**src/rtl/timeout_scanner_if.sv**
```systemverilog
// Bundle between the send/ack paths (arm/disarm), the timeout scanner and the
// downstream timeout-event consumer.
interface timeout_scanner_if #(
  parameter int FLOW_ID_W = 4,
  parameter int TIMER_W   = 16
);
  logic                 arm_valid;
  logic [FLOW_ID_W-1:0] arm_fid;
  logic [TIMER_W-1:0]   arm_amnt;
  logic                 disarm_valid;
  logic [FLOW_ID_W-1:0] disarm_fid;
  logic                 to_valid;
  logic [FLOW_ID_W-1:0] to_fid;
  logic                 to_ready;
  logic [TIMER_W-1:0]   now;

  modport master (
    output arm_valid, arm_fid, arm_amnt, disarm_valid, disarm_fid, to_ready,
    input  to_valid, to_fid, now
  );

  modport slave (
    input  arm_valid, arm_fid, arm_amnt, disarm_valid, disarm_fid, to_ready,
    output to_valid, to_fid, now
  );
endinterface

```
**src/rtl/timeout_scanner.sv**
```systemverilog
// Per-flow retransmission deadline table swept one flow per cycle against a
// free-running time base; expired flows are reported once over valid/ready.
module timeout_scanner #(
  parameter int FLOW_NUM  = 16,
  parameter int FLOW_ID_W = 4,
  parameter int TIMER_W   = 16
) (
  input  logic             clk,
  input  logic             rst,
  timeout_scanner_if.slave bus
);
  logic [TIMER_W-1:0]   now_r;
  logic [FLOW_ID_W-1:0] ptr_r;
  logic [FLOW_NUM-1:0]  armed_r;
  logic [FLOW_NUM-1:0]  armed_nxt_s;
  logic [TIMER_W-1:0]   deadline_r [FLOW_NUM];
  logic                 to_valid_r;
  logic [FLOW_ID_W-1:0] to_fid_r;
  logic                 stall_s;
  logic                 hit_s;
  logic                 expired_s;
  logic                 fire_s;
  logic [TIMER_W-1:0]   arm_deadline_s;

  // Wrap-safe "deadline reached": signed (t - dl) is non-negative.
  function automatic logic is_expired(input logic [TIMER_W-1:0] t,
                                      input logic [TIMER_W-1:0] dl);
    logic [TIMER_W-1:0] diff;
    diff = t - dl;
    return ~diff[TIMER_W-1];
  endfunction

  // Evaluate the flow under the scan pointer; a same-cycle arm/disarm on it suppresses the event.
  always_comb begin
    stall_s        = to_valid_r && !bus.to_ready;
    hit_s          = (bus.arm_valid && (bus.arm_fid == ptr_r)) ||
                     (bus.disarm_valid && (bus.disarm_fid == ptr_r));
    expired_s      = armed_r[ptr_r] && is_expired(now_r, deadline_r[ptr_r]);
    fire_s         = !stall_s && expired_s && !hit_s;
    arm_deadline_s = now_r + bus.arm_amnt;
  end

  // Next armed bits: arm beats disarm, both beat the one-shot clear of a fired flow.
  always_comb begin
    armed_nxt_s = armed_r;
    for (int f = 0; f < FLOW_NUM; f++) begin
      if (bus.arm_valid && (bus.arm_fid == FLOW_ID_W'(f))) begin
        armed_nxt_s[f] = 1'b1;
      end else if (bus.disarm_valid && (bus.disarm_fid == FLOW_ID_W'(f))) begin
        armed_nxt_s[f] = 1'b0;
      end else if (fire_s && (ptr_r == FLOW_ID_W'(f))) begin
        armed_nxt_s[f] = 1'b0;
      end else begin
        armed_nxt_s[f] = armed_r[f];
      end
    end
  end

  // Time base, scan pointer, armed bits and the event output register.
  always_ff @(posedge clk) begin
    if (rst) begin
      now_r      <= '0;
      ptr_r      <= '0;
      armed_r    <= '0;
      to_valid_r <= 1'b0;
      to_fid_r   <= '0;
    end else begin
      now_r   <= now_r + TIMER_W'(1);
      armed_r <= armed_nxt_s;
      if (!stall_s) begin
        ptr_r      <= ptr_r + FLOW_ID_W'(1);
        to_valid_r <= fire_s;
        if (fire_s) begin
          to_fid_r <= ptr_r;
        end
      end
    end
  end

  // Deadlines are qualified by armed bits, so they need no reset.
  always_ff @(posedge clk) begin
    if (bus.arm_valid) begin
      deadline_r[bus.arm_fid] <= arm_deadline_s;
    end
  end

  assign bus.to_valid = to_valid_r;
  assign bus.to_fid   = to_fid_r;
  assign bus.now      = now_r;
endmodule

```
**src/flat_wrapper.sv**
```systemverilog
// flat-port wrapper written by rule: the top's interface ports become plain ports
module timeout_scanner_flat 
#(
  parameter int FLOW_NUM  = 16,
  parameter int FLOW_ID_W = 4,
  parameter int TIMER_W   = 16
)
  (clk, rst, bus_arm_valid, bus_arm_fid, bus_arm_amnt, bus_disarm_valid, bus_disarm_fid, bus_to_ready, bus_to_valid, bus_to_fid, bus_now);
  timeout_scanner_if #(.FLOW_ID_W(FLOW_ID_W), .TIMER_W(TIMER_W)) bus_i ();
  input  logic clk;
  input  logic rst;
  input wire logic [$bits(bus_i.arm_valid)-1:0] bus_arm_valid;
  input wire logic [$bits(bus_i.arm_fid)-1:0] bus_arm_fid;
  input wire logic [$bits(bus_i.arm_amnt)-1:0] bus_arm_amnt;
  input wire logic [$bits(bus_i.disarm_valid)-1:0] bus_disarm_valid;
  input wire logic [$bits(bus_i.disarm_fid)-1:0] bus_disarm_fid;
  input wire logic [$bits(bus_i.to_ready)-1:0] bus_to_ready;
  output wire logic [$bits(bus_i.to_valid)-1:0] bus_to_valid;
  output wire logic [$bits(bus_i.to_fid)-1:0] bus_to_fid;
  output wire logic [$bits(bus_i.now)-1:0] bus_now;
  assign bus_i.arm_valid = bus_arm_valid;
  assign bus_i.arm_fid = bus_arm_fid;
  assign bus_i.arm_amnt = bus_arm_amnt;
  assign bus_i.disarm_valid = bus_disarm_valid;
  assign bus_i.disarm_fid = bus_disarm_fid;
  assign bus_i.to_ready = bus_to_ready;
  assign bus_to_valid = bus_i.to_valid;
  assign bus_to_fid = bus_i.to_fid;
  assign bus_now = bus_i.now;
  timeout_scanner #(.FLOW_NUM(FLOW_NUM), .FLOW_ID_W(FLOW_ID_W), .TIMER_W(TIMER_W)) u_core (.clk(clk), .rst(rst), .bus(bus_i));
endmodule
```
**config.mk**
```make
export PLATFORM = sky130hd
export DESIGN_NAME = timeout_scanner_flat
export DESIGN_NICKNAME = d
export VERILOG_FILES = /design/src/rtl/timeout_scanner_if.sv /design/src/rtl/timeout_scanner.sv /design/src/flat_wrapper.sv
export SDC_FILE = /design/constraint.sdc
export NUM_CORES = 1
export LEC_CHECK = 0
export BUFFER_PORTS_ARGS = -buffer_cell sky130_fd_sc_hd__buf_2
export CAP_MARGIN = 20
export CORE_ASPECT_RATIO = 1.4
export CORE_MARGIN = 2
export CORE_UTILIZATION = 55
export CTS_BUF_LIST = sky130_fd_sc_hd__clkbuf_16
export DETAILED_ROUTE_END_ITERATION = 8
export PLACE_DENSITY_LB_ADDON = 0.25
export SYNTH_ARGS = -nofsm -noshare
export SYNTH_HDL_FRONTEND = slang
export SYNTH_SLANG_ARGS = --single-unit
```
**constraint.sdc**
```tcl
create_clock -name clk -period 9.6 [get_ports clk]
set_input_delay 0.96 -clock clk [delete_from_list [all_inputs] [get_ports clk]]
set_output_delay 0.96 -clock clk [all_outputs]
set_load 0.01 [all_outputs]
```
# == Word level (Yosys, flattened, before mapping) ==
# Memory sizes are Yosys's and may differ from the RTL's. A register that Yosys moved wholly into a read port is not among the register bits.
# Index checks and enable logic that the tools add are counted.
# W data, S select, Z words.
# word_totals
ff_bits,41
mem_bits_rw,256
input_bits,29
out_inout_bits,21
elab_cells,207
memories,1
# mem_list
memory,words,width,rd,rd_ports_with_merged_regs,write_ports,line,rtl
u_core.deadline_r,16,16,1,1,1,timeout_scanner.sv:16,logic [TIMER_W-1:0] deadline_r [FLOW_NUM];
# classes
n_addsub,4
order_cmp,1
eq_ne,47
mux,54
n_bitwise,2
n_reduce_logical,78
# op_table
cell,n
$eq A4 B4 Y1 const B,24
$logic_and A1 B1 Y1,54
$mux W1,51
$eq A4 B3 Y1 const B,12
$reduce_bool A3 Y1,16
$eq A4 B2 Y1 const B,6
$add A16 B1 Y16 const B,1
$add A16 B16 Y16,1
$sub A16 B16 Y16,1
$eq A4 B1 Y1 const B,3
$logic_not A4 Y1,3
$eq A4 B4 Y1,2
$mux W4,2
$lt A4 B5 Y1 const B,1
$add A4 B1 Y4 const B,1
$bmux W1 S4,1
$logic_not A1 Y1,3
$not A1 Y1,2
$reduce_and A2 Y1,1
$logic_or A1 B1 Y1,1

# == Depth between registers and ports, before layout ==
# Gate-level depths: netlist (run 1).
# logic_depth
word_depth,9
mapped_depth,15
depth_no_buf,11

# == Worst setup path before layout (run 1) ==
# Ideal clock, no wire load.
# synth_path
path_type,register -> register
from,register (tool-made name)
to,register u_core.armed_r[1]
setup_ps,120
arrival_ps,4436
required_ps,9480
slack_ps,5044
path_stages_with_launch,16
n_path_buf,4
period_less_slack_ps,4556
cell_sequence,dfxtp_1 -> buf_6 -> buf_1 -> buf_2 -> mux4_2 -> mux4_2 -> inv_1 -> ha_1 -> a21o_1 -> a21o_1 -> a211o_1 -> a2111oi_4 -> and4_4 -> nor2_2 -> buf_6 -> o31a_1
# synth_rtl
element,line,rtl
to (signal assigned),timeout_scanner.sv:69,armed_r <= armed_nxt_s;
to (decl),timeout_scanner.sv:14,logic [FLOW_NUM-1:0] armed_r;

==> flow_summary.yaml, run 1 <==
outcome:
  status: "complete, no violations"
layout:
  drive_above_1_share_pct: 22.8
  nets: 927
  multi_input_area_sq_um: 4210
  syn2layout_area_growth_pct: 11.5
  mostFrequentLayoutCell: "edfxtp_1"
  final_cell_mix: "256 x edfxtp_1, 80 x mux4_2, 49 x buf_2, 43 x dfxtp_1, 40 x nor2_1"
  regArea_sq_um: 8590
  nFillCells: 1688
  diodes: 0
grt:
  grt_max_degree: 63
  grt_pass1_wl_mm: 45.5
  grt_pass1_vias: 7618
  track_usage_pct: 24.5
  antenna_found_initial: 0
  overflow: 0
synth:
  synth_cells: 800
  yosysUniqueCellTypes: 58
  ys_ff_latch: 301
  synth_seq_area_share_pct: 65.7
  syn_nets: 864
  async_reset_ff_share_pct: 0
  synth_top_area_share_pct: 58.8
  syn_area_per_cell_sq_um: 16.4
  synth_area_leaders: "edfxtp_1 59%, mux4_2 14%, dfxtp_1 6.9%"
  synth_edf_count: 256
  ys.warnings.count: 0
  netlist_area_sq_um: 13100
  ys.flop_type: "edfxtp_1"
  yosys.area.top_type: "edfxtp_1"
detailed_routing:
  vias: 7436
  drc: 0
  dr.pass1.iters: 7
  wl_per_cell_um: 25.4
  met1_length_mm: 11.7
  wl_met3_mm: 1.96
  wl_met2_mm: 15.7
  wl_mm: 30.2
  vias_per_cell: 6.26
  top_layer_used: "met4"
  drt_iter0_markers: 808
  antenna_left: 0
pwr:
  vdd_drop_max_mv: 0.150
  p_leak_nw: 5.05
  p_per_area_nw_per_um2: 187
placed_design:
  gp_congestion: 0.875
  dpl.hpwl_mm: 18.7
  post-place-ws_ns: 4.65
  portBuffers: 49
hold_path:
  holdPathEnd: "u_core.bus.to_fid[0]"
  hold_class: "register to register"
  hold_depth: 2
  hold_start: "u_core.bus.to_fid[0]"
critical_path:
  cp_cell_sequence: "buf_4 > mux4_2 > mux4_2 > inv_1 > ha_1 > nand4_1 > nor2_1 > a211o_1 > a2111oi_4 > a211oi_2 > nor2_2 > o31a_1"
  crit_cells: 12
  ff2ff_path_depth: 12
  r2r_slack_ns: 4.71
  crit_top_cell: "mux4_2"
  path_buf_inv: 2
  crit_required_ns: 10.07
  end_kind: "register"
  crit_type: "register to register"
  rr_endpoint: "u_core.armed_r[9]"
  worstSetupStartpointType: "register"
  crit_arrival_ns: 5.36
  cpLargestDelayFamily: "compound AO/OA/AOI/OAI gates"
  worst_path_largest_cell_delay_ns: 0.81
  crit_fanout: 50
  slowest_stage: "buf_4"
sta:
  setup-violations-final: 0
  finalHoldViolations: 0
  slew_headroom_pct: 23.6
  rsz0062_at_grt: "no"
  fin_tns_setup_ns: 0
  period_needed_ns: 4.89
  worst_slew_pin_slew_ns: 1.15
  maxSlewViolCount: 0
  fin_ws_ns: 4.71
  timing.final.crit_share_pct: 50.9
  max_freq_ghz: 0.205
  finalClockSkew_ns: 0.0133
die:
  initial_utilization_pct: 56.2
  die_y_um: 186
  ios: 50
  fp.dieW_um: 134
  die_area_sq_um: 25100
  rows: 66
  fp.coreArea_sq_um: 23300
clocking:
  clkTransAtPathRegs_ns: 0.06
  htreeDepth: 1
  cts_buffer_depth: 3
  root_buffer: "clkbuf_16"
  cts-resized-gates: 0
  clk_latency_ns: 0.53
  cts_tree: "built"
  post-cts-setup-buffer-count: 0
  cts_buffers: 27
  clock_sink_count: 301
  hold_buffers: 0
flow_run:
  cap_violations: 0
## routing by layer
layer / global-route usage (%) / vias up
met3: 2.85 / 59
met4: 7.65 / 0
li1: - / 3276
met1: 32.9 / 3773
met5: 0 / -
met2: 42.0 / 328
## tightest hold or removal path, cell delays in order, from the launching register on
cell and delay, ns:
dfxtp_1 0.33, nand3_1 0.07, a21oi_1 0.06
## logic make-up (layout without fill, tap and decap cells)
kind of cell,after synthesis,after routing,synth area share (%)
DFF,301,301,65.7
and+or+nand+nor,160,160,6.11
AOI/OAI and AO/OA,117,117,6.07
muxes,87,87,14.3
buffers and inverters,68,150,2.25
adders and majority gates,35,35,3.41
xor gates and xnor gates,32,32,2.20
## area by class of cell
type	count	area share (%)
Tap cell	306	2.62
Inverter	35	0.901
Multi-Input combinational cell	431	28.9
Clock buffer	27	4.63
Sequential cell	301	58.9
Timing Repair Buffer	67	3.02
Clock inverter	21	1.04
## cell usage after synthesis, drive strengths merged (5+ instances only)
library cell	n
edfxtp	256
inv	35
nor3	6
nor3b	6
nand3	21
o21ai	30
xor2	18
dfxtp	45
mux4	80
nor2b	8
nor2	44
mux2i	7
a21o	12
o31a	12
clkbuf	19
and3	5
xnor2	14
buf	14
a21oi	32
nand2b	9
nand4	8
ha	34
nand2	36
o21a	6
## worst max path at each step
| stage | endpoint | startpoint | slack [ns] |
|---|---|---|---|
| floorplan | u_core.armed_r[1] | register | 5.04 |
| global placement | u_core.bus.to_valid | register | 4.71 |
| detailed placement | u_core.bus.to_valid | register | 4.65 |
| CTS | u_core.armed_r[9] | register | 4.64 |
| global route | u_core.bus.to_valid | register | 4.33 |
| finish | u_core.armed_r[9] | register | 4.71 |
## per-stage QoR
step / hold WS [ns] / utilization (%) / instance area [sq um] / std cells / power (mW)
2_1_floorplan: 0.492 / - / 13100 / 800 / 1.67
3_3_place_gp: 0.478 / 58.5 / 13600 / 1130 / 1.73
3_5_place_dp: 0.488 / 58.7 / 13700 / 1132 / 1.74
4_1_cts: 0.501 / 62.3 / 14500 / 1180 / 2.74
5_1_grt: 0.520 / 62.6 / 14600 / 1188 / 2.82
6_report: 0.506 / 62.6 / 14600 / 1188 / 2.73
## sequential cells by signal, summed over array words and instances, names as in the netlist, named ones only
name / flops
u_core.bus.to_valid: 1
u_core.ptr_r: 4
u_core.bus.to_fid: 4
u_core.armed_r: 16
u_core.deadline_r: 256
u_core.bus.now: 16
## report_power, final
group	internal, mW	switching [mW]	total (mW)
clock	0.563	0.447	1.01
sequential	1.45	0.0177	1.47
combinational	0.110	0.139	0.249
total	2.13	0.604	2.73
(Power assumes the default switching activity.)
==> inputs of run 2 (changes only) <==
- clock period: 9.6 -> 4.86 ns (I/O delays scaled with it)
==> run 2 against run 1 <==
  * Register-to-register slack lost 4.3 ns
  * Setup slack worse by 4.3 ns
  * Cell area increased by 0.51%
  * Global-route usage grew 0.60 points
  * Critical path type unchanged
  * Highest routed layer unchanged
==> flow_summary.yaml, run 2 (same netlist as run 1, synthesis figures left out) <==
outcome:
  status: "complete, no violations"
clocking:
  clkTransAtPathRegs_ns: 0.07
  htreeDepth: 1
  cts_tree: "built"
  post-cts-setup-buffer-count: 0
  hold_buffers: 0
  cts_buffer_depth: 3
  cts-resized-gates: 0
  cts_buffers: 27
  clk_latency_ns: 0.53
  root_buffer: "clkbuf_16"
  clock_sink_count: 301
sta:
  max_freq_ghz: 0.227
  maxSlewViolCount: 0
  setup-violations-final: 0
  worst_slew_pin_slew_ns: 1.19
  holdWs_ns: 0.453
  slew_headroom_pct: 20.7
  period_needed_ns: 4.40
  rsz0062_at_grt: "no"
  finalClockSkew_ns: 0.0132
  timing.final.crit_share_pct: 90.6
  fin_tns_setup_ns: 0
  finalHoldViolations: 0
detailed_routing:
  wl_per_cell_um: 26.0
  vias_per_cell: 6.39
  vias: 7606
  antenna_left: 0
  drc: 0
  dr.pass1.iters: 5
  wl_mm: 31.0
  drt_iter0_markers: 717
critical_path:
  slowest_stage: "dfxtp_4"
  end_kind: "register"
  crit_required_ns: 5.24
  worst_path_largest_cell_delay_ns: 0.68
  crit_arrival_ns: 4.78
  ff2ff_path_depth: 12
  worstSetupStartpointType: "register"
  crit_type: "register to register"
  cp_cell_sequence: "buf_4 > mux4_2 > mux4_2 > inv_1 > ha_1 > a21o_1 > nand3_1 > a21oi_1 > a2111oi_4 > a211oi_2 > nor2_2 > a21oi_1"
  rr_endpoint: "u_core.bus.to_valid"
  crit_fanout: 26
  r2r_slack_ns: 0.46
pwr:
  combPwrFrac_pct: 8.6
  vdd_drop_max_mv: 0.266
  swShare_pct: 21.9
  power_frac_seq_pct: 52.3
  p_leak_nw: 5.10
  p_sw_mw: 1.23
  p_per_area_nw_per_um2: 381
  p_int_mw: 4.37
  clockPowerShare_pct: 39.1
die:
  fp.dieW_um: 134
  ios: 50
  die_y_um: 186
  initial_utilization_pct: 56.2
  die_area_sq_um: 25100
  rows: 66
  fp.coreArea_sq_um: 23300
flow_run:
  cap_violations: 0
layout:
  fin_util_pct: 63.0
  mostFrequentLayoutCell: "edfxtp_1"
  nets: 928
  largest_register_ffs: 256
  regArea_sq_um: 8590
  syn2layout_area_growth_pct: 12.1
  multi_input_area_sq_um: 4210
  finalNonFillerCells: 1190
  drive_above_1_share_pct: 23.2
  largest_register: "u_core.deadline_r"
  diodes: 0
  nFillCells: 1703
  final_cell_mix: "256 x edfxtp_1, 80 x mux4_2, 49 x buf_2, 43 x dfxtp_1, 40 x nor2_1"
placed_design:
  gp_congestion: 0.862
  dp.cells: 1136
  portBuffers: 49
  dpl.hpwl_mm: 19.4
grt:
  grt_max_degree: 46
  grt_pass1_wl_mm: 46.5
  track_usage_pct: 25.1
  antenna_found_initial: 0
  overflow: 0
  grt_pass1_vias: 7722
hold_path:
  hold_start: "bus_to_ready"
  hold_class: "primary input to register"
  holdPathEnd: "u_core.bus.to_valid"
  hold_depth: 3
-- run 2: changes by cell type in the layout (fill, tap and decap cells not counted), sizes merged --
cell      delta
bufinv       +3
inv          -1
clkinv       +2
buf          +1
clkinvlp     -3
-- run 2: stage by stage --
| step | total power, mW | setup slack, ns | cell area (sq um) |
|---|---|---|---|
| after floorplan | 3.30 | 0.304 | 13100 |
| after global placement | 3.43 | 0.489 | 13700 |
| after detailed placement | 3.46 | 0.362 | 13700 |
| after CTS | 5.62 | 0.364 | 14600 |
| after global routing | 5.76 | 0.129 | 14700 |
| final | 5.59 | 0.455 | 14700 |
-- run 2: worst max path at each step --
stage          startpoint             endpoint  slack (ns)  cells past startpoint
2_1_floorplan    register    u_core.armed_r[1]        0.30                     15
3_3_place_gp     register  u_core.bus.to_valid        0.49                     12
3_5_place_dp     register  u_core.bus.to_valid        0.36                     12
4_1_cts          register  u_core.bus.to_valid        0.36                     12
5_1_grt          register  u_core.bus.to_valid        0.13                     12
6_report         register  u_core.bus.to_valid        0.46                     12
-- run 2: cell type report --
type	instances	area share (%)
Clock buffer	27	4.61
Clock inverter	22	1.62
Inverter	35	0.896
Multi-Input combinational cell	431	28.7
Sequential cell	301	58.6
Tap cell	306	2.61
Timing Repair Buffer	68	2.92
-- run 2: critical path: cells and delay by family (launching register included) --
kind / cells / cell delay [ns]
AOI/OAI and AO/OA: 5 / 1.14
adders and majority gates: 1 / 0.25
buffers and inverters: 2 / 0.55
DFF: 1 / 0.68
muxes: 2 / 1.04
and+or+nand+nor: 2 / 0.55
-- run 2: layer usage --
metal  share of wire (%)  track usage, %  wire length, um  vias up
li1                    -               -                -     3275
met1                  39            33.7            12000     3912
met2                  51            43.2            15800      349
met3                 7.2            3.12             2220       70
met4                 3.1            7.25              953        0
met5                   0               0                0        -
-- run 2: power groups by stage --
| stage | registers, mW | clock network (mW) | logic (mW) |
|---|---|---|---|
| after floorplan | 2.93 | 0 | 0.369 |
| after global placement | 2.98 | 0 | 0.451 |
| after detailed placement | 2.98 | 0 | 0.476 |
| after CTS | 2.92 | 2.22 | 0.479 |
| after global routing | 2.93 | 2.31 | 0.520 |
| final | 2.92 | 2.19 | 0.481 |
